### config.mk
export PLATFORM = sky130hd
export DESIGN_NAME = sipo_deser_flat
export DESIGN_NICKNAME = d
export VERILOG_FILES = /design/src/rtl/sipo_pkg.sv /design/src/rtl/sipo_deser_if.sv /design/src/rtl/sipo_shreg.sv /design/src/rtl/sipo_deser.sv /design/src/flat_wrapper.sv
export SDC_FILE = /design/constraint.sdc
export NUM_CORES = 1
export LEC_CHECK = 0
export ABC_AREA = 1
export ABC_CLOCK_PERIOD_IN_PS = 1330
export CAP_MARGIN = 5
export CORE_ASPECT_RATIO = 1.4
export CORE_UTILIZATION = 35
export CTS_BUF_LIST = sky130_fd_sc_hd__clkbuf_8 sky130_fd_sc_hd__clkbuf_16
export CTS_CLUSTER_DIAMETER = 120
export DETAILED_ROUTE_END_ITERATION = 7
export GPL_TIMING_DRIVEN = 0
export PLACE_DENSITY = 0.54
export SLEW_MARGIN = 20
export SYNTH_ARGS = -nofsm -noshare
export SYNTH_HDL_FRONTEND = slang
export SYNTH_SLANG_ARGS = --single-unit
### constraint.sdc
create_clock -name clk -period 1.33 [get_ports clk]
set_input_delay 0.266 -clock clk [delete_from_list [all_inputs] [get_ports clk]]
set_output_delay 0.266 -clock clk [all_outputs]
set_load 0.005 [all_outputs]
### src/rtl/sipo_pkg.sv
// sipo_pkg: shared types and limits for the sipo_deser receiver.
// Holds the FSM state enum, the WIDTH legal range and counter sizing.
package sipo_pkg;

  typedef enum logic [1:0] {
    IDLE   = 2'd0,
    SHIFT  = 2'd1,
    PARITY = 2'd2
  } state_t;

  localparam int WIDTH_MIN = 2;
  localparam int WIDTH_MAX = 32;
  localparam int WIDTH_DEF = 8;

  // Bit counter must hold the value WIDTH itself.
  function automatic int cnt_w(input int w);
    return $clog2(w + 1);
  endfunction

endpackage

### src/rtl/sipo_deser_if.sv
// sipo_deser_if: serial-in and word-out bundle of sipo_deser.
// master = bit source / word consumer side, slave = the receiver.
// With SIPO_PARITY_CHK_EN the bundle also carries parity_err.
interface sipo_deser_if #(
  parameter int WIDTH = 8
);

  logic             sin;
  logic             sin_en;
  logic             sync;
  logic [WIDTH-1:0] dout;
  logic             dout_valid;
  logic             dout_ready;
  logic             frame_err;
  logic             overflow;
  logic             clr_ovf;
`ifdef SIPO_PARITY_CHK_EN
  logic             parity_err;
`endif

`ifdef SIPO_PARITY_CHK_EN
  modport master (
    output sin, sin_en, sync,
    output dout_ready, clr_ovf,
    input  dout, dout_valid,
    input  frame_err, overflow,
    input  parity_err
  );

  modport slave (
    input  sin, sin_en, sync,
    input  dout_ready, clr_ovf,
    output dout, dout_valid,
    output frame_err, overflow,
    output parity_err
  );
`else
  modport master (
    output sin, sin_en, sync,
    output dout_ready, clr_ovf,
    input  dout, dout_valid,
    input  frame_err, overflow
  );

  modport slave (
    input  sin, sin_en, sync,
    input  dout_ready, clr_ovf,
    output dout, dout_valid,
    output frame_err, overflow
  );
`endif

endinterface

### src/rtl/sipo_shreg.sv
// sipo_shreg: word assembly shift register for sipo_deser.
// Ports: clk, reset (async low), load (first bit, clears the
// rest), shift, din, q_nxt (combinational next value).
// MSB_FIRST=1 shifts left, new bits enter at the LSB;
// MSB_FIRST=0 shifts right, new bits enter at the MSB.
module sipo_shreg #(
  parameter int WIDTH     = 8,
  parameter bit MSB_FIRST = 1'b1
) (
  input  logic             clk,
  input  logic             reset,
  input  logic             load,
  input  logic             shift,
  input  logic             din,
  output logic [WIDTH-1:0] q_nxt
);

  logic [WIDTH-1:0] q;

  // q_nxt equals q whenever neither load nor shift is set,
  // so it also serves as the held-word view.
  always_comb begin
    q_nxt = q;
    if (load) begin
      q_nxt = MSB_FIRST
            ? {{(WIDTH-1){1'b0}}, din}
            : {din, {(WIDTH-1){1'b0}}};
    end else if (shift) begin
      q_nxt = MSB_FIRST
            ? {q[WIDTH-2:0], din}
            : {din, q[WIDTH-1:1]};
    end
  end

  always_ff @(posedge clk or negedge reset) begin
    if (!reset) begin
      q <= '0;
    end else begin
      q <= q_nxt;
    end
  end

endmodule

### src/rtl/sipo_deser.sv
// sipo_deser: serial-to-parallel receiver with start-marker framing.
// Ports: clk, reset (async low), bus (sipo_deser_if.slave):
//   sin/sin_en/sync in, dout/dout_valid/dout_ready word port,
//   frame_err pulse, sticky overflow with clr_ovf.
// SIPO_PARITY_CHK_EN: adds a PARITY state taking one even-parity
// bit after each word and reports parity_err with dout.
module sipo_deser
  import sipo_pkg::*;
#(
  parameter int WIDTH     = WIDTH_DEF,
  parameter bit MSB_FIRST = 1'b1
) (
  input  logic       clk,
  input  logic       reset,
  sipo_deser_if.slave bus
);

  localparam int CW = cnt_w(WIDTH);

  if (WIDTH < WIDTH_MIN || WIDTH > WIDTH_MAX) begin : g_bad_width
    $error("sipo_deser: WIDTH out of range");
  end

  state_t           state;
  state_t           state_nxt;
  logic [CW-1:0]    cnt;
  logic [WIDTH-1:0] word;
  logic [WIDTH-1:0] dout_q;
  logic             valid_q;
  logic             fe_q;
  logic             ovf_q;

  logic start;
  logic bit_in;
  logic last;
  logic load;
  logic shift;
  logic done;
  logic abort;
  logic take;

  assign start  = bus.sin_en & bus.sync;
  assign bit_in = bus.sin_en & ~bus.sync;
  assign last   = (cnt == CW'(WIDTH - 1));

  sipo_shreg #(
    .WIDTH     (WIDTH),
    .MSB_FIRST (MSB_FIRST)
  ) u_shreg (
    .clk   (clk),
    .reset (reset),
    .load  (load),
    .shift (shift),
    .din   (bus.sin),
    .q_nxt (word)
  );

  always_ff @(posedge clk or negedge reset) begin
    if (!reset) begin
      state <= IDLE;
    end else begin
      state <= state_nxt;
    end
  end

  always_comb begin
    state_nxt = state;
    unique case (state)
      IDLE: begin
        if (start) state_nxt = SHIFT;
      end
      SHIFT: begin
`ifdef SIPO_PARITY_CHK_EN
        if (bit_in && last) state_nxt = PARITY;
`else
        if (bit_in && last) state_nxt = IDLE;
`endif
      end
      PARITY: begin
        if (start)       state_nxt = SHIFT;
        else if (bit_in) state_nxt = IDLE;
      end
      default: state_nxt = IDLE;
    endcase
  end

  // A sync bit always restarts framing; outside IDLE it also
  // throws away the partial word.
  always_comb begin
    load  = start;
    shift = 1'b0;
    done  = 1'b0;
    abort = 1'b0;
    unique case (state)
      IDLE: ;
      SHIFT: begin
        abort = start;
        shift = bit_in;
`ifndef SIPO_PARITY_CHK_EN
        done  = bit_in & last;
`endif
      end
      PARITY: begin
        abort = start;
        done  = bit_in;
      end
      default: ;
    endcase
  end

  always_ff @(posedge clk or negedge reset) begin
    if (!reset) begin
      cnt <= '0;
    end else if (load) begin
      cnt <= CW'(1);
    end else if (shift) begin
      cnt <= cnt + 1'b1;
    end
  end

  // A word completing in the same cycle as a handshake
  // replaces the consumed one without a gap.
  assign take = done & (~valid_q | bus.dout_ready);

  always_ff @(posedge clk or negedge reset) begin
    if (!reset) begin
      dout_q  <= '0;
      valid_q <= 1'b0;
      fe_q    <= 1'b0;
      ovf_q   <= 1'b0;
    end else begin
      fe_q  <= abort;
      ovf_q <= (done & ~take)
             | (ovf_q & ~bus.clr_ovf);
      if (take) begin
        dout_q  <= word;
        valid_q <= 1'b1;
      end else if (valid_q && bus.dout_ready) begin
        valid_q <= 1'b0;
      end
    end
  end

`ifdef SIPO_PARITY_CHK_EN
  logic perr_q;

  // Even parity: data ones plus parity bit must be even.
  always_ff @(posedge clk or negedge reset) begin
    if (!reset) begin
      perr_q <= 1'b0;
    end else if (take) begin
      perr_q <= (^word) ^ bus.sin;
    end
  end

  assign bus.parity_err = perr_q;
`endif

  assign bus.dout       = dout_q;
  assign bus.dout_valid = valid_q;
  assign bus.frame_err  = fe_q;
  assign bus.overflow   = ovf_q;

endmodule

### src/flat_wrapper.sv
// flat-port wrapper written by rule: the top's interface ports become plain ports
module sipo_deser_flat import sipo_pkg::*;
#(
  parameter int WIDTH     = WIDTH_DEF,
  parameter bit MSB_FIRST = 1'b1
)
  (clk, reset, bus_sin, bus_sin_en, bus_sync, bus_dout_ready, bus_clr_ovf, bus_dout, bus_dout_valid, bus_frame_err, bus_overflow);
  sipo_deser_if #(.WIDTH(WIDTH)) bus_i ();
  input  logic clk;
  input  logic reset;
  input wire logic [$bits(bus_i.sin)-1:0] bus_sin;
  input wire logic [$bits(bus_i.sin_en)-1:0] bus_sin_en;
  input wire logic [$bits(bus_i.sync)-1:0] bus_sync;
  input wire logic [$bits(bus_i.dout_ready)-1:0] bus_dout_ready;
  input wire logic [$bits(bus_i.clr_ovf)-1:0] bus_clr_ovf;
  output wire logic [$bits(bus_i.dout)-1:0] bus_dout;
  output wire logic [$bits(bus_i.dout_valid)-1:0] bus_dout_valid;
  output wire logic [$bits(bus_i.frame_err)-1:0] bus_frame_err;
  output wire logic [$bits(bus_i.overflow)-1:0] bus_overflow;
  assign bus_i.sin = bus_sin;
  assign bus_i.sin_en = bus_sin_en;
  assign bus_i.sync = bus_sync;
  assign bus_i.dout_ready = bus_dout_ready;
  assign bus_i.clr_ovf = bus_clr_ovf;
  assign bus_dout = bus_i.dout;
  assign bus_dout_valid = bus_i.dout_valid;
  assign bus_frame_err = bus_i.frame_err;
  assign bus_overflow = bus_i.overflow;
  sipo_deser #(.WIDTH(WIDTH), .MSB_FIRST(MSB_FIRST)) u_core (.clk(clk), .reset(reset), .bus(bus_i));
endmodule
# Word level (Yosys, flattened, before mapping)
# Cells that the tools add are included.
[classes]
mux = 14
eq_ne = 6
bitwise = 12
add_sub_neg = 1
reduce_logical = 7
[ops]
columns = ["cell", "n"]
rows = [
  ["8-bit two-way mux", 2],
  ["2-bit two-way mux", 4],
  ["4-bit two-way mux", 2],
  ["1-bit bitwise AND", 6],
  ["2-bit one-hot mux with 3 select lines", 1],
  ["4-bit by 1-bit adder with 4-bit output, second input constant", 1],
  ["4-bit by 3-bit == test with 1-bit output, second input constant", 1],
  ["1-bit two-way mux", 4],
  ["2-bit by 1-bit inequality test with 1-bit output, second input constant", 2],
  ["1-bit inverter", 4],
  ["2-bit nonzero test", 2],
  ["3-bit by 1-bit inequality test with 1-bit output, second input constant", 1],
  ["3-bit AND reduction", 1],
  ["2-bit by 1-bit == test with 1-bit output, second input constant", 1],
  ["2-bit == test, second input constant", 1],
  ["1-bit logical AND", 2],
  ["2-bit zero test", 1],
  ["1-bit bitwise OR", 2],
  ["1-bit one-hot mux with 2 select lines", 1],
  ["2-bit OR reduction", 1],
]
[totals]
regBits = 25
in_bits = 7
out_inout_bits = 11
wordCells = 47

# Logic depth before layout (Yosys ltp)
[logic_depth]
word_depth = 8
depth_mapped = 7
depth_no_buf = 7

# Cells and area by module
# A second synthesis with hierarchy kept.
[hier_totals]
cells_unflattened = 128
hier_area_um2 = 1116.1
[modules_own_cells]
columns = ["module", "area_each_um2", "cells_each", "n_inst"]
rows = [
  ["sipo_deser", 737.0, 78, 1],
  ["sipo_shreg", 379.1, 50, 1],
]

# Least setup slack after synthesis
# Ideal clock, no wire load.
[synth_path]
path_kind = "reg-to-reg"
from = "reg u_core.cnt[0]"
to = "reg u_core.dout_q[1], in the netlist u_core.bus.dout[1]"
path_buffers = 0
path_slack_ns = 0.198
stages_incl_launch_ff = 7
setup_time_ns = 0.117
arrival_ns = 1.016
required_time_ns = 1.213
path_cell_list = "dfrtp_1 -> ha_1 -> nand2_1 -> nor2_2 -> nand3_2 -> nand2_1 -> nand2_1"
[synth_via]
elab_chain_cells = 4
[synth_rtl]
columns = ["element", "line_no", "rtl"]
rows = [
  ["start: declaration", "sipo_deser.sv:26", "logic [CW-1:0] cnt;"],
  ["start signal: assignment", "sipo_deser.sv:117", "cnt <= cnt + 1'b1;"],
  ["4-bit by 3-bit == test with 1-bit output", "sipo_deser.sv:44", "assign last = (cnt == CW'(WIDTH - 1));"],
  ["1-bit bitwise AND", "sipo_deser.sv:100", "done = bit_in & last;"],
  ["1-bit one-hot mux with 2 select lines", "sipo_deser.sv:94", "unique case (state)"],
  ["1-bit bitwise AND", "sipo_deser.sv:123", "assign take = done & (~valid_q | bus.dout_ready);"],
  ["end signal: assignment", "sipo_deser.sv:136", "dout_q <= word;"],
  ["end: declaration", "sipo_deser.sv:28", "logic [WIDTH-1:0] dout_q;"],
]
# No other way between the ends.
# A chain may end at the register's enable or synchronous reset.

# Worst setup path after layout
[layout_path]
from = "reg u_core.cnt[0]"
to = "reg u_core.dout_q[5], in the netlist u_core.bus.dout[5]"
# Same word-level chain as after synthesis.

==> run summary <==
total congestion overflow = 0
Syn Nets = 133
Die X = 49.86 um
worst skew pair latency = 0.26 ns
P_sw = 0.4151 mW
DRC viols = 0
I/O pin cnt = 18
failing checks = hold timing
via count = 836
die height = 69 um
first-pass GRT wire length = 3.781 mm
Critical Path AT = 1.48 ns
syn avg cell area = 8.979 sq um
initial core utilization = 36.29%
FILL cells = 303
sequential fraction of the synthesis area = 53.51%
Clock Sinks = 24
Area Growth Syn to Fin = 29.43%
final worst-path cycle share = 95.57%
detailed placement HPWL = 1.446 mm
GRT Total Usage = 14.35%
gpl congestion = 0.7462
setup violators final = 0
Slowest cell on crit path = dfrtp_1
clock root buffer = clkbuf_8
worst slack at placement = -0.2988 ns
Logic pwr share = 16.6%
Final Hold Viols = 24
CTS tree = yes
# H-tree levels = 1
Fmax = 786.8 MHz
Max-cap violations = 0
DP Area = 0.001331 sq mm
clock buffer depth = 2
RSZ-0062 raised after global routing = yes
TritonCTS Buffers = 3
status = finished, violations left
max_slew headroom = 64.24%
synth top area cells = dfrtp_1 54%, nand2_1 16%, nor3_2 6.2%
crit-path cells = ha_4, nand2_4, nor2_4, nand2_4, nor2_8, nand2_1, nand2_1
Crit Path Max Fanout = 8
Antenna diodes = 0
critical path class = flip-flop to flip-flop
CP required = 1.54 ns
Flop pwr share = 52.8%
Hold Path Class = input pin to async pin
pin count of the biggest net entering global routing = 25
commonest non-fill, non-tap cells in the layout = 44 x nand2_1, 24 x dfrtp_1, 13 x inv_1, 11 x dlygate4sd2_1, 9 x nor2_1
DRT Pass-1 Iters = 3
number of global-route vias before repair = 869
CP Launch Type = flip-flop
Post-DRT Antenna Nets = 0
DIE AREA = 0.003440 sq mm
worst slew pin tran = 0.5364 ns
Layout Cell Area excl Fill = 0.001453 sq mm
clock share of power = 30.5%
largest stage delay on the critical path = 0.42 ns
net switching fraction of the power = 25.87%
fin crit period = 1.271 ns
crit end category = flip-flop
vias per cell = 4.400
initial antenna violation count = 0
row cnt = 24
setup ws final = 0.05895 ns
fraction of layout cells with a size suffix above 1 = 23.18%
Sequential cell area = 600.6 sq um
Post-Syn Area = 0.001122 sq mm
Syn. warnings = 0
IO buf count = 16
commonest non-fill, non-tap cell in the layout = nand2_1
max-slew violations = 0
power per cell area = 1105 mW/mm^2
FF+latch count, synth = 24
Distinct cells, synth = 20
Final Core Density = 46.97%
Post-Route WL = 2.097 mm
multi-input combinational cell area = 476.7 sq um
Post-Synthesis Cells = 125
wire per inst = 11.04 um
Final nets = 160
Core ar. = 0.003093 sq mm
clock-pin slew on the worst setup and hold paths = 0.08 ns
P_leak = 0.8029 nW
Crit path buffers/inverters = 0
worst hold slack = -0.02637 ns
Yosys top cell by area = dfrtp_1
Synth top area share = 53.51%
Peak VDD IR = 0.8380 mV
CP delay by family, top = simple AND/OR/NAND/NOR gates
Iter 0 DRT Violations = 22
Worst Skew = 0.0009450 ns
Pint = 1.189 mW
[routing by layer]
metal / global-route usage (%) / vias up / routed length, um
li1: - / 432 / -
met1: 17.12 / 385 / 986
met2: 24.02 / 13 / 1000
met3: 2.428 / 6 / 54
met4: 7.619 / 0 / 56
met5: 0 / - / 0
[what timing repair did]
item / 4_1_cts / 5_1_grt
buffers inserted: 1 / 5
resized for setup: 13 / 7
hold buffers: 0 / 0
setup endpoints to repair: 19 / 8
endpoints found under the hold margin: 0 / 0
pin swaps: 0 / 10
[sequential cells by signal (all words and copies together), names as in the netlist]
name,flops
u_core.state,1
u_core.bus.dout,8
u_core.bus.dout_valid,1
u_core.cnt,4
u_core.u_shreg.q,8
u_core.bus.overflow,1
u_core.bus.frame_err,1
[through the flow]
stage	power (mW)	cells	TNS [ns]
6_report	1.605	190	0
2_1_floorplan	0.9987	125	0
3_3_place_gp	1.097	180	-10.70
3_5_place_dp	1.106	180	-10.65
4_1_cts	1.589	185	0
5_1_grt	1.701	190	-0.1077
[area by class of cell]
| class | count | share of cell area [%] |
|---|---|---|
| clock buffer | 4 | 3.790 |
| buffer | 3 | 1.809 |
| sequential | 24 | 41.34 |
| tap | 39 | 3.359 |
| inverter | 15 | 3.876 |
| multi-input combinational | 83 | 32.82 |
| timing repair buffer | 22 | 13.01 |
[final timing paths]
path	startpoint	to	cells after the start	slack (ns)
max in group asynchronous	reset	u_core.bus.dout[3]$_DFFE_PN0P_	1	1.00
min in group clk	bus_sync	u_core.u_shreg.q[4]$_DFF_PN0_	3	0.37
worst min-delay path	reset	u_core.bus.overflow$_DFF_PN0_	1	-0.03
worst max-delay path	u_core.cnt[0]$_DFFE_PN0P_	u_core.bus.dout[5]$_DFFE_PN0P_	7	0.06
worst min register to register	u_core.bus.dout[5]$_DFFE_PN0P_	u_core.bus.dout[5]$_DFFE_PN0P_	2	0.48
worst max register to register	u_core.cnt[0]$_DFFE_PN0P_	u_core.bus.dout[5]$_DFFE_PN0P_	7	0.06
[cells in the mapped netlist (all sizes together)]
cell   instances
inv           15
o21a           1
o21ai          3
xnor2          1
o22ai          2
nand2         50
nand3          5
nor3           7
buf            3
dfrtp         24
nor2          13
ha             1
[cell families after synthesis]
| kind of cell | synth area share, % |
|---|---|
| flip-flops | 53.51 |
| AO/OA/AOI/OAI | 3.121 |
| XOR/XNOR | 0.7805 |
| buffers and inverters | 7.358 |
| AND/OR/NAND/NOR | 34.11 |
| adder cells (fa/ha/maj) | 1.115 |
[power groups by stage]
stage	Clock, mW	Combinational, mW	Sequential [mW]
finish	0.490	0.267	0.848
detailed placement	0	0.249	0.857
global route	0.539	0.304	0.859
floorplan	0	0.146	0.852
CTS	0.506	0.240	0.843
global placement	0	0.243	0.854
No activity file was read; power rests on OpenSTA's default activity.
